`config.mk`:
```
export PLATFORM = sky130hd
export DESIGN_NAME = dec_control
export DESIGN_NICKNAME = d
export VERILOG_FILES = /design/src/rtl/dec_control_pkg.sv /design/src/rtl/dec_control_dff.sv /design/src/rtl/dec_control.sv
export SDC_FILE = /design/constraint.sdc
export NUM_CORES = 1
export LEC_CHECK = 0
export CORE_MARGIN = 2
export CORE_UTILIZATION = 48
export CTS_CLUSTER_SIZE = 28
export DETAILED_ROUTE_END_ITERATION = 8
export GPL_TIMING_DRIVEN = 0
export PLACE_DENSITY = 0.86
export SLEW_MARGIN = 20
export SYNTH_ARGS = -nofsm -noshare
export SYNTH_HDL_FRONTEND = slang
export SYNTH_SLANG_ARGS = --single-unit
```
`constraint.sdc`:
```
create_clock -name CK -period 1.64 [get_ports CK]
set_input_delay 0.164 -clock CK [delete_from_list [all_inputs] [get_ports CK]]
set_output_delay 0.164 -clock CK [all_outputs]
set_load 0.05 [all_outputs]
```
`src/rtl/dec_control_pkg.sv`:
```
// -----------------------------------------------------------------------------
// dec_control_pkg
//   Shared definitions for the decryption round sequencer:
//     - state_t     : sequencer state encodings (IDLE / KEXP / DEC)
//     - NR_DEFAULT  : default number of cipher rounds
//     - RCW_DEFAULT : default round-counter width, log2(NR_DEFAULT)
// -----------------------------------------------------------------------------
package dec_control_pkg;

  typedef enum logic [1:0] {
    IDLE = 2'b00,
    KEXP = 2'b01,
    DEC  = 2'b10
  } state_t;

  localparam int NR_DEFAULT  = 32;
  localparam int RCW_DEFAULT = 5;

endpackage : dec_control_pkg

```
`src/rtl/dec_control_dff.sv`:
```
// -----------------------------------------------------------------------------
// dec_control_dff
//   Parameterised D register with asynchronous active-low clear. Every flop in
//   the sequencer is built from this cell so reset behaviour is uniform.
//   Ports:
//     CK : clock, rising edge
//     RN : asynchronous reset, active low (clears Q to zero)
//     D  : next value, n bits
//     Q  : registered value, n bits
// -----------------------------------------------------------------------------
module dec_control_dff #(
  parameter int n = 1
) (
  input  logic         CK,
  input  logic         RN,
  input  logic [n-1:0] D,
  output logic [n-1:0] Q
);

  always_ff @(posedge CK or negedge RN) begin
    if (!RN) begin
      Q <= '0;
    end else begin
      Q <= D;
    end
  end

endmodule : dec_control_dff

```
`src/rtl/dec_control.sv`:
```
// -----------------------------------------------------------------------------
// dec_control
//   Round sequencer for the block-cipher decryption datapath. On a new (or
//   never-expanded) key it first runs a forward key-expansion pass with the
//   round counter counting up 0..NR-1, then runs the decryption rounds with the
//   counter counting down NR-1..0. With a cached key it goes straight to the
//   decryption rounds. Handshake matches the encryption round controller.
//   Ports:
//     CK      : clock, rising edge
//     RN      : asynchronous reset, active low
//     start   : one-cycle request to decrypt the block at the datapath input
//     key_new : key changed since last run; only looked at with an accepted start
//     act     : decryption round active this cycle
//     kexp    : key-expansion pass active this cycle
//     last    : final decryption round (act && rc==0), combinational
//     ready   : registered one-cycle pulse, the cycle after last
//     busy    : kexp || act; start is ignored while high
//     rc      : round index to datapath / key schedule
//   Parameters:
//     NR  : number of rounds, power of two, 2..32
//     RCW : round-counter width, log2(NR)
// -----------------------------------------------------------------------------
module dec_control
  import dec_control_pkg::*;
#(
  parameter int NR  = NR_DEFAULT,
  parameter int RCW = RCW_DEFAULT
) (
  input  logic           CK,
  input  logic           RN,
  input  logic           start,
  input  logic           key_new,
  output logic           act,
  output logic           kexp,
  output logic           last,
  output logic           ready,
  output logic           busy,
  output logic [RCW-1:0] rc
);

  localparam logic [RCW-1:0] CNT_MAX = RCW'(NR - 1);

  // Registered state
  logic [1:0]     state_q;
  logic [RCW-1:0] cnt_q;
  logic           key_vld_q;
  logic           ready_q;

  // Next-state values
  logic [1:0]     state_d;
  logic [RCW-1:0] cnt_d;
  logic           key_vld_d;

  // Decoded conditions
  logic is_idle;
  logic is_kexp;
  logic is_dec;
  logic cnt_top;
  logic cnt_zero;
  logic go;
  logic need_kexp;

  assign is_idle  = (state_q == IDLE);
  assign is_kexp  = (state_q == KEXP);
  assign is_dec   = (state_q == DEC);
  assign cnt_top  = (cnt_q == CNT_MAX);
  assign cnt_zero = (cnt_q == '0);

  // A start is only honoured from IDLE; key_new is meaningful only then.
  assign go        = is_idle & start;
  assign need_kexp = key_new | ~key_vld_q;

  // The unused encoding 2'b11 falls back to IDLE with a cleared counter.
  assign state_d = go      ? (need_kexp ? KEXP : DEC) :
                   is_idle ? IDLE :
                   is_kexp ? (cnt_top  ? DEC  : KEXP) :
                   is_dec  ? (cnt_zero ? IDLE : DEC)  :
                             IDLE;

  // Counter loads at the phase boundaries are explicit so the modulo
  // arithmetic never wraps naturally: KEXP hands over at NR-1 straight into
  // DEC at NR-1, and DEC parks at zero on the way back to IDLE.
  assign cnt_d = go      ? (need_kexp ? '0 : CNT_MAX) :
                 is_idle ? cnt_q :
                 is_kexp ? (cnt_top  ? CNT_MAX : cnt_q + 1'b1) :
                 is_dec  ? (cnt_zero ? '0      : cnt_q - 1'b1) :
                           '0;

  // Key becomes valid when an expansion pass completes; only reset clears it.
  assign key_vld_d = key_vld_q | (is_kexp & cnt_top);

  dec_control_dff #(.n(2)) u_state_reg (
    .CK (CK),
    .RN (RN),
    .D  (state_d),
    .Q  (state_q)
  );

  dec_control_dff #(.n(RCW)) u_cnt_reg (
    .CK (CK),
    .RN (RN),
    .D  (cnt_d),
    .Q  (cnt_q)
  );

  dec_control_dff #(.n(1)) u_key_vld_reg (
    .CK (CK),
    .RN (RN),
    .D  (key_vld_d),
    .Q  (key_vld_q)
  );

  dec_control_dff #(.n(1)) u_ready_reg (
    .CK (CK),
    .RN (RN),
    .D  (last),
    .Q  (ready_q)
  );

  // Outputs are decoded straight from registered state.
  assign kexp  = is_kexp;
  assign act   = is_dec;
  assign last  = is_dec & cnt_zero;
  assign busy  = is_kexp | is_dec;
  assign ready = ready_q;
  assign rc    = cnt_q;

endmodule : dec_control

```
==> summary.txt, run 1 <==
Final std cells w/o fill -> 102
DIE AREA -> 0.001689 sq mm
Final nets -> 97
Clk_skew -> 0.004168 ns
Buffers added on ports -> 13
Die Height -> 41.10 microns
Critical Path, Cell by Cell -> buf_4, ha_2, and4_4, a21o_4, a2111oi_2, nor3b_1
Row cnt -> 13
Top post-synthesis cells by area -> dfrtp_1 34%, ha_1 9.5%, inv_1 4.0%, nor4b_4 3.6%, buf_6 3.4%
Sequential-to-total area share from yosys stat -> 34.09%
Synthesis-to-finish area growth -> 37.50%
Antenna violations before repair -> 0
Mapped Nets -> 74
Cts hold-fix bufs -> 0
Fmax -> 589.8 MHz
CTS tree -> yes
Vias in the first global route -> 505
Met2 Routed Length -> 727 microns
Reg area -> 227.7 sq um
Cell family with most CP delay -> compound AO/OA/AOI/OAI gates
Initial Utilization -> 50.77%
Routed wl met3 -> 87 microns
Chip Width -> 41.10 microns
Clock Path Buffers -> 2
Status -> complete, but fails checks
Dpl ws -> -0.4386 ns
Filler cell count -> 117
Finish-stage setup viols -> 2
Maximum capacitance violations -> 0
Drt total wl -> 1524 microns
CP startpoint kind -> flip-flop
Avg WL per Cell -> 14.94 microns
Final period utilization -> 103.4%
DR vias -> 578
Failing checks -> setup timing
Most used flip-flop cell after synthesis -> dfrtp_1
Synth cell types -> 33
Ys async rst share -> 100.0%
CTS Sinks -> 9
Post-synth EDFFs -> 0
Area share of the largest cell type after synthesis -> 34.09%
Final setup TNS -> -0.1077 ns
Cell with the most instances after synthesis -> dfrtp_1
Endpoint class of the critical path -> flip-flop
Critical path fanouts, max -> 4
Min Tclk post-route -> 1.695 ns
Drt drc -> 0
DP Wirelength -> 1084 microns
Htree depth -> 1
First-pass GRT wire length -> 2297 microns
Critical path depth -> 6
Number of top-level pins -> 14
DRT Pass-1 Iters -> 4
Syn Inst Count -> 65
Global-route congestion overflow total -> 0
Required time worst endpoint -> 1.79 ns
R2R depth -> 6
Hold Fails Final Rpt -> 0
Actual slew at the worst max-slew pin -> 0.4900 ns
Yosys top cell by area -> dfrtp_1
Clk_lat worst skew -> 0.28 ns
Post-route ant nets -> 0
GPL Wtd Cong -> 0.8793
ANT cells -> 0
CP bufs+invs -> 1
#FFs+latches synth -> 9
1st-iter DRT viols -> 11
Multi-input gate area -> 430.4 sq um
PnR worst setup slack -> -0.05544 ns
CTS Buf Count -> 3
RSZ-0062 raised after global routing -> yes
Mapped cell area -> 660.6 sq um
Largest net degree at the start of global routing -> 11
Fin. max-slew vios -> 0
Layout cell share with drive strength beyond 1 -> 42.53%
Worst Hold Class -> in2async
Placed insts -> 93
Clock root cell -> clkbuf_4
Met1 wire length -> 679 microns
Slew headroom -> 67.23%
Via density -> 5.667
Global Route Usage Sum -> 21.19%
Mean post-synth cell area -> 10.16 sq um
Clock slew at reported path FFs -> 0.07 ns
Core Region -> 0.001301 sq mm
Top Metal Used -> met4
CP max stage cell -> dfrtp_2
Kind of critical path -> reg2reg
Yosys warns -> 0
Final Util -> 69.81%
Synth top cells by count -> 9 x dfrtp_1, 7 x inv_1, 5 x ha_1
Critical path's largest stage delay -> 0.42 ns
Worst EP arrival -> 1.85 ns
==> cells by family (layout without fill, tap and decap cells) <==
kind of cell               Yosys count  after routing  synth area share (%)
AOI/OAI and AO/OA                   21             21                 27.46
and+or+nand+nor                     18             18                 17.99
buffers and inverters               10             32                 8.144
DFF                                  9              9                 34.09
adders and majority gates            5              5                 9.470
xor gates and xnor gates             1              1                 1.326
muxes                                1              1                 1.515
==> worst paths after layout <==
path                                 start               to  slack [ns]
max in group asynchronous               RN   u_cnt_reg.Q[1]        1.14
setup reg to reg            u_cnt_reg.Q[0]   u_cnt_reg.Q[3]       -0.06
setup / recovery            u_cnt_reg.Q[0]   u_cnt_reg.Q[3]       -0.06
hold / removal                          RN   u_cnt_reg.Q[4]        0.18
hold reg to reg            u_key_vld_reg.Q  u_key_vld_reg.Q        0.46
min in group CK            u_key_vld_reg.Q  u_key_vld_reg.Q        0.46
==> metal layers <==
layer	up-vias	GRT usage [%]
met3	5	5.435
li1	282	-
met4	0	9.677
met5	-	0
met2	16	32.42
met1	275	27.63
==> area by class of cell <==
type,instances,share of cell area [%]
Clock inverter,1,0.5510
Clock buffer,3,2.479
Timing Repair Buffer,18,16.53
Tap cell,15,2.066
Buffer,3,3.030
Multi-Input combinational cell,46,47.38
Sequential cell,9,25.07
Inverter,7,2.893
==> state kept, by name (all words and copies together) (netlist names) <==
| signal | flops |
|---|---|
| u_state_reg.Q | 2 |
| u_key_vld_reg.Q | 1 |
| u_ready_reg.Q | 1 |
| u_cnt_reg.Q | 5 |
==> cell usage in the layout (no fill, tap or decap), types with 3 or more instances in the layout <==
cell type	count
buf_4	5
buf_6	3
clkbuf_2	3
clkbuf_4	3
clkdlybuf4s50_1	6
dfrtp_1	7
dlygate4sd2_1	3
ha_2	3
inv_1	5
==> timing repair <==
action	CTS	global route
pin swaps	3	1
setup endpoints to repair	7	7
buffers inserted	0	5
gates resized for setup	15	6
==> per-stage QoR <==
stage	area [sq um]	hold slack [ns]
after floorplan	704.4	-0.1316
after global placement	853.3	0.4334
after detailed placement	853.3	0.4421
after CTS	877.1	0.2073
after global routing	908.4	0.2260
final	908.4	0.1838
Power of run 1 is left out: the tool's default activity adds up to more than one toggle a clock period on the data nets, which glitch-free logic cannot reach.
==> run 2: changes to the inputs <==
--- a/config.mk
+++ b/config.mk
@@ -5,12 +5,13 @@
 export SDC_FILE = /design/constraint.sdc
 export NUM_CORES = 1
 export LEC_CHECK = 0
-export CORE_MARGIN = 2
-export CORE_UTILIZATION = 48
+export CORE_AREA = 2 2 39 41
+export CTS_BUF_LIST = sky130_fd_sc_hd__clkbuf_8
 export CTS_CLUSTER_SIZE = 28
 export DETAILED_ROUTE_END_ITERATION = 8
+export DIE_AREA = 0 0 41 43
 export GPL_TIMING_DRIVEN = 0
-export PLACE_DENSITY = 0.86
+export PLACE_DENSITY = 0.88
 export SLEW_MARGIN = 20
 export SYNTH_ARGS = -nofsm -noshare
 export SYNTH_HDL_FRONTEND = slang
==> run 2 against run 1 <==
Against the previous run: the run now ends clean; final area up 2.2%; non-clock buffer count down 2; clock skew up 0.0020 ns; die area is 4.4% higher; sequential cell count is the same; via count up 5.0%; global-route usage rose by 0.29 points; critical path depth stayed put; maximum frequency grew 4.4%; critical endpoint is now last; highest routed layer unchanged.
==> summary.txt, run 2 (synthesis gave the netlist of run 1 again) <==
Routed wl met3 -> 70 microns (was 87 microns)
Most frequent cells in the layout -> 7 x clkdlybuf4s50_1, 7 x dfrtp_1, 5 x inv_1 (was 7 x dfrtp_1, 6 x clkdlybuf4s50_1, 5 x inv_1, 5 x buf_4)
Core Region -> 0.001384 sq mm (was 0.001301 sq mm)
Clk_skew -> 0.006128 ns (was 0.004168 ns)
Global-route congestion overflow total -> 0 (unchanged)
Synthesis-to-finish area growth -> 40.53% (was 37.50%)
Actual slew at the worst max-slew pin -> 0.5076 ns (was 0.4900 ns)
Clk_lat worst skew -> 0.24 ns (was 0.28 ns)
Largest net degree at the start of global routing -> 11 (unchanged)
Number of top-level pins -> 14 (unchanged)
Filler cell count -> 101 (was 117)
DRT Pass-1 Iters -> 4 (unchanged)
Drt drc -> 0 (unchanged)
Antenna violations before repair -> 0 (unchanged)
Initial Utilization -> 47.74% (was 50.77%)
Worst EP arrival -> 1.46 ns (was 1.85 ns)
Post-route ant nets -> 0 (unchanged)
Reg area -> 227.7 sq um (unchanged)
Fmax -> 615.6 MHz (was 589.8 MHz)
Clock slew at reported path FFs -> 0.05 ns (was 0.07 ns)
DR vias -> 607 (was 578)
Regs by FF count -> u_cnt_reg.Q: 5 flops, u_state_reg.Q: 2 flops (unchanged)
Met2 Routed Length -> 911 microns (was 727 microns)
Die Height -> 43 microns (was 41.10 microns)
First-pass GRT wire length -> 2477 microns (was 2297 microns)
Global Route Usage Sum -> 21.48% (was 21.19%)
Endpoint class of the critical path -> primary output (was flip-flop)
DIE AREA -> 0.001763 sq mm (was 0.001689 sq mm)
Chip Width -> 41 microns (was 41.10 microns)
Critical path fanouts, max -> 5 (was 4)
RSZ-0062 raised after global routing -> yes (unchanged)
Clock Path Buffers -> 2 (unchanged)
Final period utilization -> 99.05% (was 103.4%)
Row cnt -> 14 (was 13)
Multi-input gate area -> 439.2 sq um (was 430.4 sq um)
Final std cells w/o fill -> 101 (was 102)
Final hold slack -> 0.2296 ns (was 0.1838 ns)
Worst Hold Class -> in2async (unchanged)
Placed insts -> 94 (was 93)
Layout cell share with drive strength beyond 1 -> 38.82% (was 42.53%)
Vias in the first global route -> 566 (was 505)
Finish-stage setup viols -> 0 (was 2)
Largest Register -> u_cnt_reg.Q (unchanged)
Drt total wl -> 1708 microns (was 1524 microns)
Critical Path, Cell by Cell -> inv_2, ha_4, nor2b_4, nand2_2, nor3_4, buf_6 (was buf_4, ha_2, and4_4, a21o_4, a2111oi_2, nor3b_1)
Htree depth -> 1 (unchanged)
Avg WL per Cell -> 16.91 microns (was 14.94 microns)
CTS Sinks -> 9 (unchanged)
CP max stage cell -> dfrtp_2 (unchanged)
Maximum capacitance violations -> 0 (unchanged)
Critical path's largest stage delay -> 0.43 ns (was 0.42 ns)
Top Metal Used -> met4 (unchanged)
Met1 wire length -> 672 microns (was 679 microns)
GPL Wtd Cong -> 0.8084 (was 0.8793)
Required time worst endpoint -> 1.48 ns (was 1.79 ns)
Clock root cell -> clkbuf_8 (was clkbuf_4)
Slew headroom -> 66.29% (was 67.23%)
Kind of critical path -> reg2out (was reg2reg)
Status -> finished clean (was complete, but fails checks)
Fin. max-slew vios -> 0 (unchanged)
Min Tclk post-route -> 1.624 ns (was 1.695 ns)
Largest register FFs -> 5 (unchanged)
ANT cells -> 0 (unchanged)
Via density -> 6.010 (was 5.667)
Final nets -> 95 (was 97)
CTS tree -> yes (unchanged)
DP Wirelength -> 1240 microns (was 1084 microns)
Buffers added on ports -> 13 (unchanged)
Hold Fails Final Rpt -> 0 (unchanged)
1st-iter DRT viols -> 16 (was 11)
CTS Buf Count -> 3 (unchanged)
CP startpoint kind -> flip-flop (unchanged)
[run 2: stage by stage]
stage / setup slack (ns) / setup TNS [ns] / cell area [sq um] / util [%]
floorplan: -0.005111 / -0.005111 / 704.4 / -
global placement: -0.3999 / -0.3999 / 854.6 / 61.75
detailed placement: -0.4489 / -0.4791 / 854.6 / 61.75
CTS: -0.02472 / -0.02472 / 897.1 / 64.83
global route: -0.05635 / -0.05635 / 928.4 / 67.09
finish: 0.01565 / 0 / 928.4 / 67.09
[run 2: worst max-delay path, delay by kind of cell, from the launching register on]
family | cells | cell delay (ns)
flops | 1 | 0.43
buf+inv | 2 | 0.27
simple gates | 3 | 0.37
fa+ha+maj | 1 | 0.15
[run 2: layer usage]
layer	track usage (%)	up-vias
met5	0	-
met4	12.67	0
met3	5.759	6
met2	32.81	23
met1	25.50	303
li1	-	275
[run 2: timing repair]
| item | in CTS | in global routing |
|---|---|---|
| hold endpoints to repair | 0 | 0 |
| setup endpoints to repair | 6 | 8 |
| cloned | 0 | 0 |
| resized for setup | 13 | 6 |
| hold buffers | 0 | 0 |
| pin swaps | 3 | 0 |
| setup buffers | 0 | 3 |
[run 2: path summary, 6_finish.rpt]
kind,start,end,slack (ns),cells after the start
max,u_cnt_reg.Q[1],last,0.02,6
min,RN,u_ready_reg.Q,0.23,1
max reg2reg,u_cnt_reg.Q[1],u_cnt_reg.Q[2],0.07,6
min reg2reg,u_key_vld_reg.Q,u_key_vld_reg.Q,0.47,1
max in group asynchronous,RN,u_cnt_reg.Q[1],1.08,1
min in group CK,u_key_vld_reg.Q,u_key_vld_reg.Q,0.47,1
[run 2: area by class of cell]
| cell class | count | share of cell area [%] |
|---|---|---|
| clock buffers | 3 | 4.447 |
| well taps | 16 | 2.156 |
| inverters | 7 | 2.830 |
| plain buffers | 3 | 2.965 |
| multi-input cells | 46 | 47.30 |
| clock inverters | 1 | 0.5391 |
| repair buffers | 16 | 15.23 |
| flip-flops and latches | 9 | 24.53 |
Power of run 2 is left out for the same reason.
